===== src/rtl/ring_router_mux_pkg.sv =====
// Shared definitions for the ring router output merge: DI channel payload,
// flit geometry and arbiter state encoding.
package ring_router_mux_pkg;

    localparam int unsigned FLIT_W = 16;
    // Destination id occupies bits [DEST_W-1:0] of the first flit of a worm.
    localparam int unsigned DEST_W = 10;

    // DI channel: payload plus valid forward, ready travels back separately.
    typedef struct packed {
        logic [FLIT_W-1:0] data;
        logic              last;
    } dii_flit_t;

    typedef struct packed {
        dii_flit_t flit;
        logic      valid;
    } dii_fwd_t;

    typedef logic [1:0] arb_state_t;

    localparam arb_state_t ST_IDLE       = 2'd0;
    localparam arb_state_t ST_LOCK_RING  = 2'd1;
    localparam arb_state_t ST_LOCK_LOCAL = 2'd2;

endpackage


===== src/rtl/ring_router_mux_dii_buffer_2.sv =====
// Two-entry {data,last} FIFO with valid/ready on both sides. Input ready
// depends only on the occupancy register, so no path exists from i_ready.
module dii_buffer_2
    import ring_router_mux_pkg::*;
(
    input  logic              clk,
    input  logic              rst,
    input  logic [FLIT_W-1:0] i_data,
    input  logic              i_last,
    input  logic              i_valid,
    output logic              o_ready,
    output logic [FLIT_W-1:0] o_data,
    output logic              o_last,
    output logic              o_valid,
    input  logic              i_ready
);

    dii_flit_t  r_mem [2];
    logic       r_wr_ptr;
    logic       r_rd_ptr;
    logic [1:0] r_count;
    logic       w_push;
    logic       w_pop;

    assign o_ready = (r_count != 2'd2);
    assign o_valid = (r_count != 2'd0);
    assign o_data  = r_mem[r_rd_ptr].data;
    assign o_last  = r_mem[r_rd_ptr].last;

    assign w_push = i_valid & o_ready;
    assign w_pop  = o_valid & i_ready;

    always_ff @(posedge clk) begin
        if (rst) begin
            r_wr_ptr <= 1'b0;
            r_rd_ptr <= 1'b0;
            r_count  <= 2'd0;
        end else begin
            if (w_push) begin
                r_wr_ptr <= ~r_wr_ptr;
            end
            if (w_pop) begin
                r_rd_ptr <= ~r_rd_ptr;
            end
            r_count <= r_count + {1'b0, w_push} - {1'b0, w_pop};
        end
    end

    // Storage needs no reset; occupancy alone decides what is valid.
    always_ff @(posedge clk) begin
        if (w_push) begin
            r_mem[r_wr_ptr] <= '{data: i_data, last: i_last};
        end
    end

endmodule


===== src/rtl/ring_router_mux.sv =====
// Packet-granular merge of ring pass-through and local injection worms onto
// the router's ring output, decoupled through a 2-entry output buffer.
module ring_router_mux
    import ring_router_mux_pkg::*;
(
    input  logic              clk,
    input  logic              rst,
    input  logic [FLIT_W-1:0] i_in_ring_data,
    input  logic              i_in_ring_last,
    input  logic              i_in_ring_valid,
    output logic              o_in_ring_ready,
    input  logic [FLIT_W-1:0] i_in_local_data,
    input  logic              i_in_local_last,
    input  logic              i_in_local_valid,
    output logic              o_in_local_ready,
    output logic [FLIT_W-1:0] o_out_ring_data,
    output logic              o_out_ring_last,
    output logic              o_out_ring_valid,
    input  logic              i_out_ring_ready
);

    arb_state_t        r_state;
    arb_state_t        w_state_next;
    logic              r_prio;
    logic              w_prio_next;
    logic              w_grant_ring;
    logic              w_grant_local;
    logic              w_buf_ready;
    logic              w_push_valid;
    logic [FLIT_W-1:0] w_push_data;
    logic              w_push_last;
    logic              w_xfer;

    always_comb begin
        w_grant_ring  = 1'b0;
        w_grant_local = 1'b0;
        case (r_state)
            ST_LOCK_RING:  w_grant_ring  = 1'b1;
            ST_LOCK_LOCAL: w_grant_local = 1'b1;
            default: begin
                if (i_in_ring_valid && i_in_local_valid) begin
                    w_grant_local = r_prio;
                    w_grant_ring  = ~r_prio;
                end else begin
                    w_grant_ring  = i_in_ring_valid;
                    w_grant_local = i_in_local_valid;
                end
            end
        endcase
    end

    assign o_in_ring_ready  = w_grant_ring & w_buf_ready;
    assign o_in_local_ready = w_grant_local & w_buf_ready;

    always_comb begin
        w_push_valid = 1'b0;
        w_push_data  = i_in_ring_data;
        w_push_last  = i_in_ring_last;
        if (w_grant_ring) begin
            w_push_valid = i_in_ring_valid;
        end else if (w_grant_local) begin
            w_push_valid = i_in_local_valid;
            w_push_data  = i_in_local_data;
            w_push_last  = i_in_local_last;
        end
    end

    assign w_xfer = w_push_valid & w_buf_ready;

    // A finished worm hands preference to the other input.
    always_comb begin
        w_state_next = r_state;
        w_prio_next  = r_prio;
        if (w_xfer) begin
            if (w_push_last) begin
                w_state_next = ST_IDLE;
                w_prio_next  = w_grant_ring;
            end else begin
                w_state_next = w_grant_ring ? ST_LOCK_RING : ST_LOCK_LOCAL;
            end
        end
    end

    always_ff @(posedge clk) begin
        if (rst) begin
            r_state <= ST_IDLE;
            r_prio  <= 1'b0;
        end else begin
            r_state <= w_state_next;
            r_prio  <= w_prio_next;
        end
    end

    dii_buffer_2 u_out_buf (
        .clk     (clk),
        .rst     (rst),
        .i_data  (w_push_data),
        .i_last  (w_push_last),
        .i_valid (w_push_valid),
        .o_ready (w_buf_ready),
        .o_data  (o_out_ring_data),
        .o_last  (o_out_ring_last),
        .o_valid (o_out_ring_valid),
        .i_ready (i_out_ring_ready)
    );

endmodule


===== config.mk =====
export PLATFORM = sky130hd
export DESIGN_NAME = ring_router_mux
export DESIGN_NICKNAME = d
export VERILOG_FILES = /design/src/rtl/ring_router_mux_pkg.sv /design/src/rtl/ring_router_mux_dii_buffer_2.sv /design/src/rtl/ring_router_mux.sv
export SDC_FILE = /design/constraint.sdc
export NUM_CORES = 1
export LEC_CHECK = 0
export ABC_AREA = 1
export BUFFER_PORTS_ARGS = -buffer_cell sky130_fd_sc_hd__buf_2
export CAP_MARGIN = 20
export CORE_AREA = 8 8 81 83
export DETAILED_ROUTE_END_ITERATION = 6
export DIE_AREA = 0 0 89 91
export PLACE_DENSITY = 0.7
export SLEW_MARGIN = 20
export SYNTH_ARGS = -nofsm -noshare
export SYNTH_HDL_FRONTEND = slang
export SYNTH_HIERARCHICAL = 1
export SYNTH_SLANG_ARGS = --single-unit
export TNS_END_PERCENT = 20

===== constraint.sdc =====
create_clock -name clk -period 6.95 [get_ports clk]
set_clock_uncertainty 0.05 [all_clocks]
set_input_delay 1.39 -clock clk [delete_from_list [all_inputs] [get_ports clk]]
set_output_delay 1.39 -clock clk [all_outputs]
set_load 0.01 [all_outputs]

; Yosys cells after proc, flatten, opt, wreduce, memory -nomap -nowiden
; Memory sizes are Yosys's and may differ from the RTL's. A register that Yosys moved wholly into a read port is not among the register bits.
; Cells that the tools add are included.
[classes]
n_mux = 16
addsub = 2
n_bitwise = 7
n_eq_ne = 3
n_reduce_logical = 3
[op_table]
columns = op, count
row1 = 16-bit 2-to-1 mux, 2
row2 = 1-bit 2-to-1 mux, 10
row3 = 1-bit AND, 4
row4 = 2-bit 2-to-1 mux, 2
row5 = 1-bit one-hot mux with 2 select lines, 2
row6 = 1-bit NOT, 3
row7 = 2-bit by 1-bit adder with 2-bit output, 1
row8 = 2-bit by 1-bit equality test with 1-bit output (second input constant), 1
row9 = 2-bit equality test (second input constant), 1
row10 = 2-bit inequality test (second input constant), 1
row11 = 2-bit AND reduction, 1
row12 = 2-bit nonzero test, 1
row13 = 2-bit by 1-bit subtractor with 2-bit output, 1
row14 = 1-bit logical AND, 1
[totals]
in_bits = 39
word_cells = 37
register_bits = 7
mem_count = 1
mem_bits_rw = 34
out_inout_bits = 20
[mem_list]
columns = name, depth, width, rd, rd_ports_with_merged_regs, write_ports, line_no
row1 = u_out_buf.r_mem, 2, 17, 1, 1, 1, ring_router_mux_dii_buffer_2.sv:18  ; dii_flit_t r_mem [2];

; Depth between registers and ports, before layout
; Gate-level depths: netlist of run 1.
[logic_depth]
depth_word = 8
depth_mapped = 17
ltp_nobuf = 17

; Cells and area by module
; Netlist of run 1, hierarchy kept.
[modules_own_cells]
columns = mod, instances, seq_area_each_um2, cells_per_inst, area_each_um2
row1 = dii_buffer_2, 1, 1121.1, 90, 1525.2
row2 = ring_router_mux, 1, 60.1, 66, 524.3

; Least setup slack after synthesis of run 1
; No wires, ideal clock.
[synth_timing]
kind = input port to output port
startpoint = in i_in_ring_valid
endpoint = out o_in_ring_ready
cell_stages = 4
setup_slack_ns = 3.727
required_time_ns = 5.510
n_path_buf = 0
arrival_ns = 1.783
cell_sequence = nand2_1 > inv_1 > a21oi_4 > nor2_1
[synth_between]
elab_chain_len = 4
[synth_lines]
columns = item, line_no
row1 = start: declaration, ring_router_mux.sv:10  ; input logic i_in_ring_valid,
row2 = 1-bit logical AND, ring_router_mux.sv:41  ; if (i_in_ring_valid && i_in_local_valid) begin
row3 = 1-bit 2-to-1 mux (*), ring_router_mux.sv:41
row4 = 1-bit one-hot mux with 2 select lines (*), ring_router_mux.sv:37  ; case (r_state)
row5 = 1-bit AND (*), ring_router_mux.sv:52  ; assign o_in_ring_ready = w_grant_ring & w_buf_ready;
row6 = end: declaration, ring_router_mux.sv:11  ; output logic o_in_ring_ready,
; Every way passes the cells marked *; elsewhere a longest branch is shown, timed or not.

; Final worst setup path of run 1
; Ends and elaborated chain as after synthesis.

==> results of run 1 <==
[kinds of logic (layout without fill, tap and decap cells)]
kind of cell | after synthesis | in the layout | share of synthesized area
compound gates | 11 | 11 | 0.0354
fa+ha+maj | 4 | 4 | 0.0244
buf+inv | 21 | 84 | 0.0537
flops | 42 | 42 | 0.576
mux | 33 | 33 | 0.218
simple gates | 45 | 45 | 0.0922
[metrics by stage]
step                hold WS (ps)  utilization  power, µW  cells  worst slack, ps
floorplan                    400            -        740    156             3730
global placement             431        0.448        850    283             3490
detailed placement           441        0.448        861    283             3430
CTS                          456        0.464       1010    291             3430
global route                 495        0.464       1070    291             3390
finish                       449        0.464        993    291             3430
[layer usage]
metal	vias up	part of all wire
li1	661	-
met1	617	0.37
met2	33	0.56
met3	2	0.061
met4	0	0.011
met5	-	0
[Yosys cell counts]
cell      number
mux2_2        13
mux2_4        20
nand3_1        6
o211ai_1       1
o21ai_0        1
inv_1         18
a21oi_2        1
dfxtp_1        8
nor2_1        16
nand2_1       20
edfxtp_1      34
ha_1           4
buf_12         1
a21oi_1        7
nand2_2        2
a21oi_4        1
nand2_4        1
buf_6          2
[how the worst max path moves through the flow]
stage	endpoint	from	slack, ps
floorplan	o_in_ring_ready	i_in_ring_valid	3730
global placement	o_in_ring_ready	i_in_ring_valid	3490
detailed placement	o_in_ring_ready	i_in_ring_valid	3430
CTS	o_in_ring_ready	i_in_ring_valid	3430
global route	o_in_ring_ready	i_in_ring_valid	3390
finish	o_in_ring_ready	i_in_ring_valid	3430
[worst reg2reg max path, stage by stage, from the launching register on]
cell and delay [ps]:
dfxtp_1 370, inv_1 60, ha_1 340, nand2_1 100
inv_1 70, a21oi_4 220, nand3_1 140, nand2_1 170
nand2_1 110, nor2_2 660
[area by class of cell]
type                            instances  area share
Timing Repair Buffer                   58       0.117
Clock inverter                          3     0.00657
Sequential cell                        42       0.477
Tap cell                               72      0.0364
Clock buffer                            5      0.0278
Multi-Input combinational cell         93       0.307
Inverter                               18      0.0273
[registers in the layout (all words and copies together) (netlist names), named ones only]
register / cells
r_prio: 1
r_state: 2
u_out_buf/r_count: 2
u_out_buf/r_mem: 34
u_out_buf/r_rd_ptr: 1
u_out_buf/r_wr_ptr: 1
[power by group through the flow]
| stage | Clock (µW) | Combinational (µW) | Sequential (µW) |
|---|---|---|---|
| 3_5_place_dp | 0 | 427 | 435 |
| 3_3_place_gp | 0 | 421 | 429 |
| 2_1_floorplan | 0 | 329 | 411 |
| 5_1_grt | 166 | 468 | 436 |
| 6_report | 147 | 419 | 426 |
| 4_1_cts | 153 | 430 | 429 |
==> key figures, run 1 <==
Finish
  • Commonest non-fill, non-tap cells in the layout: 58 x buf_2, 34 x edfxtp_1, 20 x nand2_1, 20 x mux2_4, 18 x inv_1
  • Design Area, Final: 2470 µm²
  • # diodes: 0
  • FF+latch area: 1180 µm²
  • Nets: 261
  • # fillers: 531
  • Layout cells sized above 1: 0.475
  • Layout area overhead: 20.8%
  • Multi-input logic area: 761 µm²
  • Commonest non-fill, non-tap cell in the layout: buf_2

Pwr
  • Int Pwr: 650 µW
  • Net switching power: 342 µW
  • Logic gate share of total power: 0.423
  • Switching Share: 0.345
  • Clock network fraction of total power: 0.148
  • P per Cell Area: 401 nW/µm²
  • Maximum VDD drop: 0.000214 V
  • Seq pwr share: 0.429
  • Static leakage: 0.00111 µW

Setup path
  • R2R Setup Slk: 4300 ps
  • Crit path cell chain: buf_2, nand2_1, inv_1, a21oi_4, nor2_1, buf_2
  • Delay-heaviest family, CP: buffers and inverters
  • Slowest CP cell: a21oi_4
  • CP max FO: 6
  • CP Depth: 6
  • WP buf/inv: 3
  • CP required: 5510 ps
  • FF-to-FF End: u_out_buf/r_mem[0][2]
  • Crit path kind: primary input to output port
  • Most Frequent Cell on Critical Path: buf_2
  • FF-to-FF path depth: 9
  • Critical path's largest stage delay: 220 ps
  • CP arrival: 2080 ps
  • Setup crit end kind: output port
  • Reg-to-Reg Start: r_state[0]
  • Startpoint Class: primary input

Clocking
  • Worst-Skew Late Latency: 290 ps
  • Worst-case clock buffer depth: 2
  • H-Tree Depth: 2
  • Clk sink count: 42
  • Num CTS Buffers: 5
  • Clk slew on worst S/H paths: 80 ps
  • Cts hold-fix bufs: 0
  • Post-CTS sizing: 0
  • Postcts setup bufs: 0
  • CTS root buf: clkbuf_8
  • CTS tree: built

GRT
  • Met3 Resource Use GR: 0.0279
  • Global-route wire length before repair: 6380 µm
  • Met1 Resource Use GR: 0.0961
  • GRT Util Overall: 0.101
  • Met2 usage: 0.190
  • Vias in the first global route: 1441
  • Largest net degree at the start of global routing: 18
  • GRT overflow: 0
  • Busiest layer in global routing: met2
  • Initial antenna violation count: 0

Logic synthesis
  • Synth area leader: edfxtp_1
  • Synth Register Bits: 42
  • Synth Warn #: 6
  • Average size of a mapped cell: 13.1 µm²
  • Sequential share of the synthesized area: 0.576
  • Netlist cell types: 18
  • Top cell type's share of synthesized area: 0.498
  • Mapped Area: 2050 µm²
  • Synthesized instance count: 156
  • Top cells by area, synth: edfxtp_1 50%, mux2_4 15%, dfxtp_1 7.8%
  • Syn_nets: 199

STA
  • Crit path time final: 3520 ps
  • # setup viols final: 0
  • Tcrit/Tclk final: 0.507
  • Final Max Tran Viols: 0
  • Worst relative slew slack: 0.390
  • Fin Setup TNS: 0 ps
  • Final Hold Fails: 0
  • Fmax: 284 MHz
  • Slew @ Worst Pin: 913 ps
  • RSZ-0062 raised after global routing: false

Place
  • Placed Area: 2390 µm²
  • Detail Placement HPWL: 2970 µm
  • Final Wtd Congestion: 0.738
  • Buffers added on ports: 58

Floorplan
  • Chip height: 91 µm
  • Starting density of the core: 0.384
  • Die W: 89 µm
  • Core Area: 5340 µm²
  • Row cnt: 27
  • Die area: 8100 µm²
  • Num ports: 59

Flow run
  • Max Cap Violations: 0

Worst hold path
  • Hold Crit Depth: 2
  • HP Class: flip-flop to flip-flop
  • Hold Startpoint: r_state[0]
  • Hold path endpoint: r_state[0]

Status
  • Status: finished clean

Routing
  • DRT iter0 DRCs: 58
  • # DRC: 0
  • Via density: 4.51
  • Post-route ant nets: 0
  • Pre-Repair DR Iteration Count: 4
  • Routed wire length: 3890 µm
  • Drt wl/cell: 13.4 µm
  • Vias: 1313
(Power assumes the default switching activity.)
==> run 2: changes to the inputs <==
ABC_AREA = 0   (was 1)
CORE_AREA = 8 8 80 82   (was 8 8 81 83)
DIE_AREA = 0 0 88 90   (was 0 0 89 91)
PLACE_DENSITY = 0.72   (was 0.7)
clock period = 2.9 ns   (was 6.95 ns; I/O delays follow)
==> run 2 against run 1 <==
Against the previous run:
- utilization rose by 0.32 points
- register-to-register slack got worse by 3700 ps
- design area fell by 1.2%
- worst hold slack improved by 17 ps
- via count fell by 8.5%
- die area fell by 2.2%
- clock power rose to 3.0 times the previous value
- largest power group unchanged
- critical path depth rose by 1
==> key figures, run 2 <==
Status
  • Status: finished clean

STA
  • Setup WS post-layout: 590 ps (-2840 ps)
  • Final Hold Fails: 0 (unchanged)
  • Final Max Tran Viols: 0 (unchanged)
  • Fin Setup TNS: 0 ps (unchanged)
  • Crit path time final: 2310 ps
  • Fmax: 433 MHz
  • Slew @ Worst Pin: 679 ps (-234 ps)
  • Worst relative slew slack: 0.547 (+0.157)
  • RSZ-0062 raised after global routing: false
  • Tcrit/Tclk final: 0.796
  • # setup viols final: 0 (unchanged)

Logic synthesis
  • Top-count cell post-synth: edfxtp_1
  • Synth Area in XOR/XNOR: 0.0134 (+0.0134)
  • Post-synth EDFFs: 34 (unchanged)
  • Compound-Gate Fraction of Synth Area: 0.0440 (+0.00862)
  • Synth Area in Simple Gates: 0.0657 (-0.0265)
  • Synth Register Bits: 42 (unchanged)
  • Commonest register cell after synthesis: edfxtp_1
  • Netlist cell types: 31 (+13)
  • Most frequent cells after synthesis: 34 x edfxtp_1, 13 x mux2_2, 12 x mux2_4
  • Synthesized instance count: 125 (-20%)
  • Top cells by area, synth: edfxtp_1 52%, mux2_4 9.2%, dfxtp_1 8.2%
  • Average size of a mapped cell: 15.7 µm² (+19%)
  • Mux cell area share after synthesis: 0.229 (+0.0112)
  • Synth Warn #: 6 (unchanged)
  • Top cell type's share of synthesized area: 0.521 (+0.0226)
  • Syn_nets: 168 (-16%)
  • Largest family of logic cells by synthesized area: multiplexers
  • Fraction of registers with async set/reset: 0 (unchanged)
  • Adder-cell share of the synthesized area: 0.0255 (+0.00111)
  • Mapped Area: 1960 µm² (-4.3%)
  • Sequential share of the synthesized area: 0.602 (+0.0261)
  • Synth area leader: edfxtp_1

Routing
  • Post-route ant nets: 0 (unchanged)
  • Via density: 4.57 (+1.2%)
  • Pre-Repair DR Iteration Count: 3 (-1)
  • Routed wire length: 3690 µm (-5.3%)
  • Vias: 1201 (-8.5%)
  • # DRC: 0 (unchanged)
  • Drt wl/cell: 14.0 µm (+4.8%)
  • DRT iter0 DRCs: 52 (-10%)

Place
  • Final Wtd Congestion: 0.688 (-6.7%)
  • Detail Placement HPWL: 2770 µm (-6.6%)
  • Buffers added on ports: 58 (unchanged)
  • Pre-CTS WS: 579 ps (-2850 ps)

Finish
  • Largest Register: u_out_buf/r_mem
  • Layout cells sized above 1: 0.518 (+0.0434)
  • Nets: 233 (-11%)
  • Layout area overhead: 24.7%
  • Commonest non-fill, non-tap cells in the layout: 58 x buf_2, 34 x edfxtp_1, 13 x mux2_2
  • Commonest non-fill, non-tap cell in the layout: buf_2
  • # diodes: 0 (unchanged)
  • Largest registers: u_out_buf/r_mem (34), r_state (2), u_out_buf/r_count (2)
  • Largest register FFs: 34 (unchanged)

Floorplan
  • Starting density of the core: 0.374 (-0.00953)
  • Core Area: 5240 µm² (-1.9%)
  • Row cnt: 27 (unchanged)
  • Die W: 88 µm (-1.1%)
  • Chip height: 90 µm (-1.1%)
  • Num ports: 59 (unchanged)
  • Die area: 7920 µm² (-2.2%)

Clocking
  • Clk sink count: 42 (unchanged)
  • Cts hold-fix bufs: 0 (unchanged)
  • H-Tree Depth: 2 (unchanged)
  • CTS root buf: clkbuf_8
  • Postcts setup bufs: 0 (unchanged)
  • Post-CTS sizing: 0 (unchanged)
  • CTS tree: built
  • Worst-case clock buffer depth: 2 (unchanged)
  • Worst-Skew Late Latency: 280 ps (about the same)
  • Num CTS Buffers: 5 (unchanged)
  • Clk slew on worst S/H paths: 70 ps (about the same)

Worst hold path
  • Hold Startpoint: r_state[1]
  • HP Class: flip-flop to flip-flop

Pwr
  • Static leakage: 0.000994 µW (-10%)
  • Power Total: 2230 µW (+120%)
  • Maximum VDD drop: 0.000372 V (+74%)
  • P per Cell Area: 910 nW/µm² (+130%)

GRT
  • Initial antenna violation count: 0 (unchanged)
  • GRT Util Overall: 0.0966 (-0.00411)
  • GRT overflow: 0 (unchanged)
  • Largest net degree at the start of global routing: 18 (unchanged)
  • Global-route wire length before repair: 5990 µm (-6.1%)
  • Vias in the first global route: 1315 (-8.7%)

Setup path
  • Startpoint Class: flip-flop
  • CP arrival: 2480 ps (+400 ps)
  • CP max FO: 17 (+11)
  • CP required: 3070 ps (-2440 ps)
  • CP Launch Point: r_state[0]
  • Reg-to-Reg Start: r_state[0]
  • Setup crit end kind: flip-flop
  • Crit path kind: flip-flop to flip-flop

Flow run
  • Max Cap Violations: 0 (unchanged)
-- run 2: layer usage --
| metal | up-vias | track usage | part of all wire |
|---|---|---|---|
| li1 | 590 | - | - |
| met4 | 0 | 0.0301 | 0.010 |
| met5 | - | 0 | 0 |
| met1 | 561 | 0.109 | 0.43 |
| met2 | 45 | 0.162 | 0.47 |
| met3 | 5 | 0.0355 | 0.090 |
-- run 2: logic make-up (layout without fill, tap and decap cells) --
group / count (synthesis) / in the layout
flops: 42 / 42
mux: 36 / 36
simple gates: 24 / 24
compound gates: 10 / 10
buf+inv: 6 / 72
fa+ha+maj: 4 / 4
xor+xnor: 3 / 3
-- run 2: per-stage QoR --
stage	instances	instance area, µm²	utilization	hold slack (ps)
floorplan	125	1960	-	411
finish	263	2440	0.467	466
global placement	255	2340	0.447	448
CTS	263	2440	0.467	478
detailed placement	255	2340	0.447	467
global route	263	2440	0.467	501
-- run 2: power breakdown --
part | internal, µW | leakage (µW) | total (µW) | switching (µW)
logic | 416 | 0.000553 | 839 | 423
registers | 886 | 0.000388 | 948 | 62.0
clock network | 257 | 0.0000524 | 438 | 181
-- run 2: worst max-delay path, stage by stage (launching register included) --
cell and delay (ps):
dfxtp_1 350, inv_1 50, ha_1 340, nand2b_1 210, o22ai_4 540, mux2_4 390
nand3b_1 160, a21oi_1 140
-- run 2: final timing paths --
| check | endpoint | cells past startpoint | slack [ps] |
|---|---|---|---|
| worst max-delay path | r_state[1] | 7 | 590 |
| worst min-delay path | r_state[1] | 2 | 470 |
| worst min register to register | r_state[1] | 2 | 470 |
| worst max register to register | r_state[1] | 7 | 590 |
-- run 2: layout make-up --
| cell class | count | area, µm² |
|---|---|---|
| clock buffer | 7 | 76.3 |
| multi-input combinational | 77 | 743 |
| sequential | 42 | 1180 |
| inverter | 3 | 11.3 |
| timing repair buffer | 61 | 313 |
| clock inverter | 1 | 30.0 |
| fill | 482 | 2790 |
| tap | 72 | 90.1 |
==> run 3: changes to the inputs <==
clock period = 1.9 ns   (was 2.9 ns; I/O delays follow)
==> run 3 against run 2 <==
Against the previous run:
- the flow now finishes with violations (negative setup slack)
- combinational power is 95% higher
- clock power is 64% higher
- sequential share of layout area is 5.0 points lower
- worst setup slack worse by 620 ps
- design area is 12% higher
- flip-flop and latch count stayed put
- power is 71% higher
- utilization is 5.6 points higher
- global-route usage is 0.73 points higher
- fmax is 19% higher
- critical endpoint is now u_out_buf/r_count[1]
- largest power group is now combinational logic
- highest routed layer unchanged
==> key figures, run 3 (synthesis gave the netlist of run 2 again) <==
Worst hold path
  • Hold Crit Depth: 2 (unchanged)
  • HP Class: primary input to flip-flop

Place
  • Detail Placement HPWL: 2920 µm (+5.5%)
  • Final Wtd Congestion: 0.744 (+8.2%)
  • Buffers added on ports: 58 (unchanged)

Setup path
  • Startpoint Class: flip-flop
  • CP arrival: 2060 ps (-420 ps)
  • Crit path kind: flip-flop to flip-flop
  • CP required: 2030 ps (-1040 ps)
  • Setup crit end kind: flip-flop
  • CP max FO: 4 (-13)
  • FF-to-FF path depth: 12 (+5)

Status
  • Status: finished, violations left
  • Violated checks: negative setup slack

Routing
  • Routed wire length: 4030 µm (+9.3%)
  • Via density: 4.63 (+1.4%)
  • Post-route ant nets: 0 (unchanged)
  • Drt wl/cell: 14.3 µm (+2.3%)
  • # DRC: 0 (unchanged)
  • Vias: 1301 (+8.3%)
  • DRT iter0 DRCs: 79 (+52%)
  • Pre-Repair DR Iteration Count: 4 (+1)

GRT
  • GRT overflow: 0 (unchanged)
  • GRT Util Overall: 0.104 (+0.00729)
  • Vias in the first global route: 1410 (+7.2%)
  • Global-route wire length before repair: 6540 µm (+9.2%)
  • Initial antenna violation count: 0 (unchanged)
  • Largest net degree at the start of global routing: 18 (unchanged)

Clocking
  • Clk sink count: 42 (unchanged)
  • Worst-Skew Late Latency: 280 ps (about the same)
  • H-Tree Depth: 2 (unchanged)
  • Num CTS Buffers: 5 (unchanged)
  • CTS root buf: clkbuf_8
  • Cts hold-fix bufs: 0 (unchanged)
  • CTS tree: built
  • Worst-case clock buffer depth: 2 (unchanged)
  • Clk slew on worst S/H paths: 70 ps (about the same)

STA
  • Fin Setup TNS: -38.1 ps (-38.1 ps)
  • Final Hold Fails: 0 (unchanged)
  • # setup viols final: 2 (+2)
  • Hold Worst Slack: 336 ps (-130 ps)
  • Final Max Tran Viols: 0 (unchanged)
  • Tcrit/Tclk final: 1.02 (+0.222)
  • Fmax: 517 MHz (+19%)
  • RSZ-0062 raised after global routing: true
  • Setup WS post-layout: -34.4 ps (-625 ps)
  • Worst relative slew slack: 0.820 (+0.272)
  • Slew @ Worst Pin: 270 ps (-409 ps)
  • Crit path time final: 1930 ps (-375 ps)

Finish
  • Commonest non-fill, non-tap cell in the layout: buf_2
  • Layout cells sized above 1: 0.627 (+0.108)
  • Nets: 251 (+7.7%)
  • Largest register FFs: 34 (unchanged)
  • Largest Register: u_out_buf/r_mem
  • Commonest non-fill, non-tap cells in the layout: 58 x buf_2, 34 x edfxtp_1, 14 x buf_4
  • Largest registers: u_out_buf/r_mem (34), r_state (2), u_out_buf/r_count (2)
  • # diodes: 0 (unchanged)
  • Final Core Density: 0.523 (+0.0564)
  • Layout area overhead: 39.8%

Floorplan
  • Chip height: 90 µm (unchanged)
  • Starting density of the core: 0.374 (unchanged)
  • Die area: 7920 µm² (unchanged)
  • Num ports: 59 (unchanged)
  • Row cnt: 27 (unchanged)
  • Die W: 88 µm (unchanged)
  • Core Area: 5240 µm² (unchanged)

Pwr
  • Static leakage: 0.00112 µW (+13%)
  • Seq pwr share: 0.382 (-0.044)
  • P per Cell Area: 1390 nW/µm² (+53%)
  • Logic gate share of total power: 0.430 (+0.053)
  • Maximum VDD drop: 0.000624 V (+68%)
  • Int Pwr: 2670 µW (+72%)
  • Clock network fraction of total power: 0.188 (-0.009)
  • Net switching power: 1140 µW (+70%)
  • Switching Share: 0.298 (-0.00135)

Flow run
  • Max Cap Violations: 0 (unchanged)
-- run 3: final timing paths --
path / end / startpoint / slack (ps)
hold / removal: r_state[1] / rst / 340
setup / recovery: u_out_buf/r_count[1] / r_state[0] / -30
hold reg to reg: r_state[1] / r_state[1] / 480
setup reg to reg: u_out_buf/r_count[1] / r_state[0] / -30
-- run 3: per-layer routing --
layer / vias to the layer above / GRT usage / wire, µm
li1: 626 / - / -
met1: 627 / 0.117 / 1610
met2: 44 / 0.172 / 2040
met3: 4 / 0.0437 / 349
met4: 0 / 0.0301 / 25
met5: - / 0 / 0
-- run 3: area by class of cell --
class | count | area [µm²]
Timing Repair Buffer | 79 | 509
Clock inverter | 1 | 30.0
Multi-Input combinational cell | 77 | 827
Fill cell | 446 | 2500
Tap cell | 72 | 90.1
Clock buffer | 7 | 86.3
Inverter | 3 | 11.3
Sequential cell | 42 | 1190
-- run 3: critical path: stages (launching register included) --
cell	delay [ps]
dfxtp_2	330
buf_6	120
ha_4	160
nor2b_1	110
o21ai_1	80
nand2_1	110
nand2_2	80
ha_4	260
inv_2	40
ha_4	140
xor2_1	150
xnor2_1	130
nor2_1	50
-- run 3: through the flow --
step	cells	setup slack (ps)	instance area, µm²	total power (µW)
global placement	265	-109	2430	2880
detailed placement	265	-189	2430	2910
floorplan	125	-169	1960	2360
global route	281	-137	2740	4050
CTS	277	-23.6	2640	3750
finish	281	-34.4	2740	3810
-- run 3: power groups by stage --
stage	Combinational (µW)	Clock [µW]	Sequential [µW]
floorplan	923	0	1440
global placement	1430	0	1450
detailed placement	1450	0	1460
CTS	1560	737	1460
global route	1790	784	1480
finish	1640	717	1460
-- run 3: what timing repair did --
item,CTS,global route
endpoints found under the setup margin,40,46
resized for setup,17,9
pin swaps,7,7
gates cloned,0,1
buffers inserted,4,3
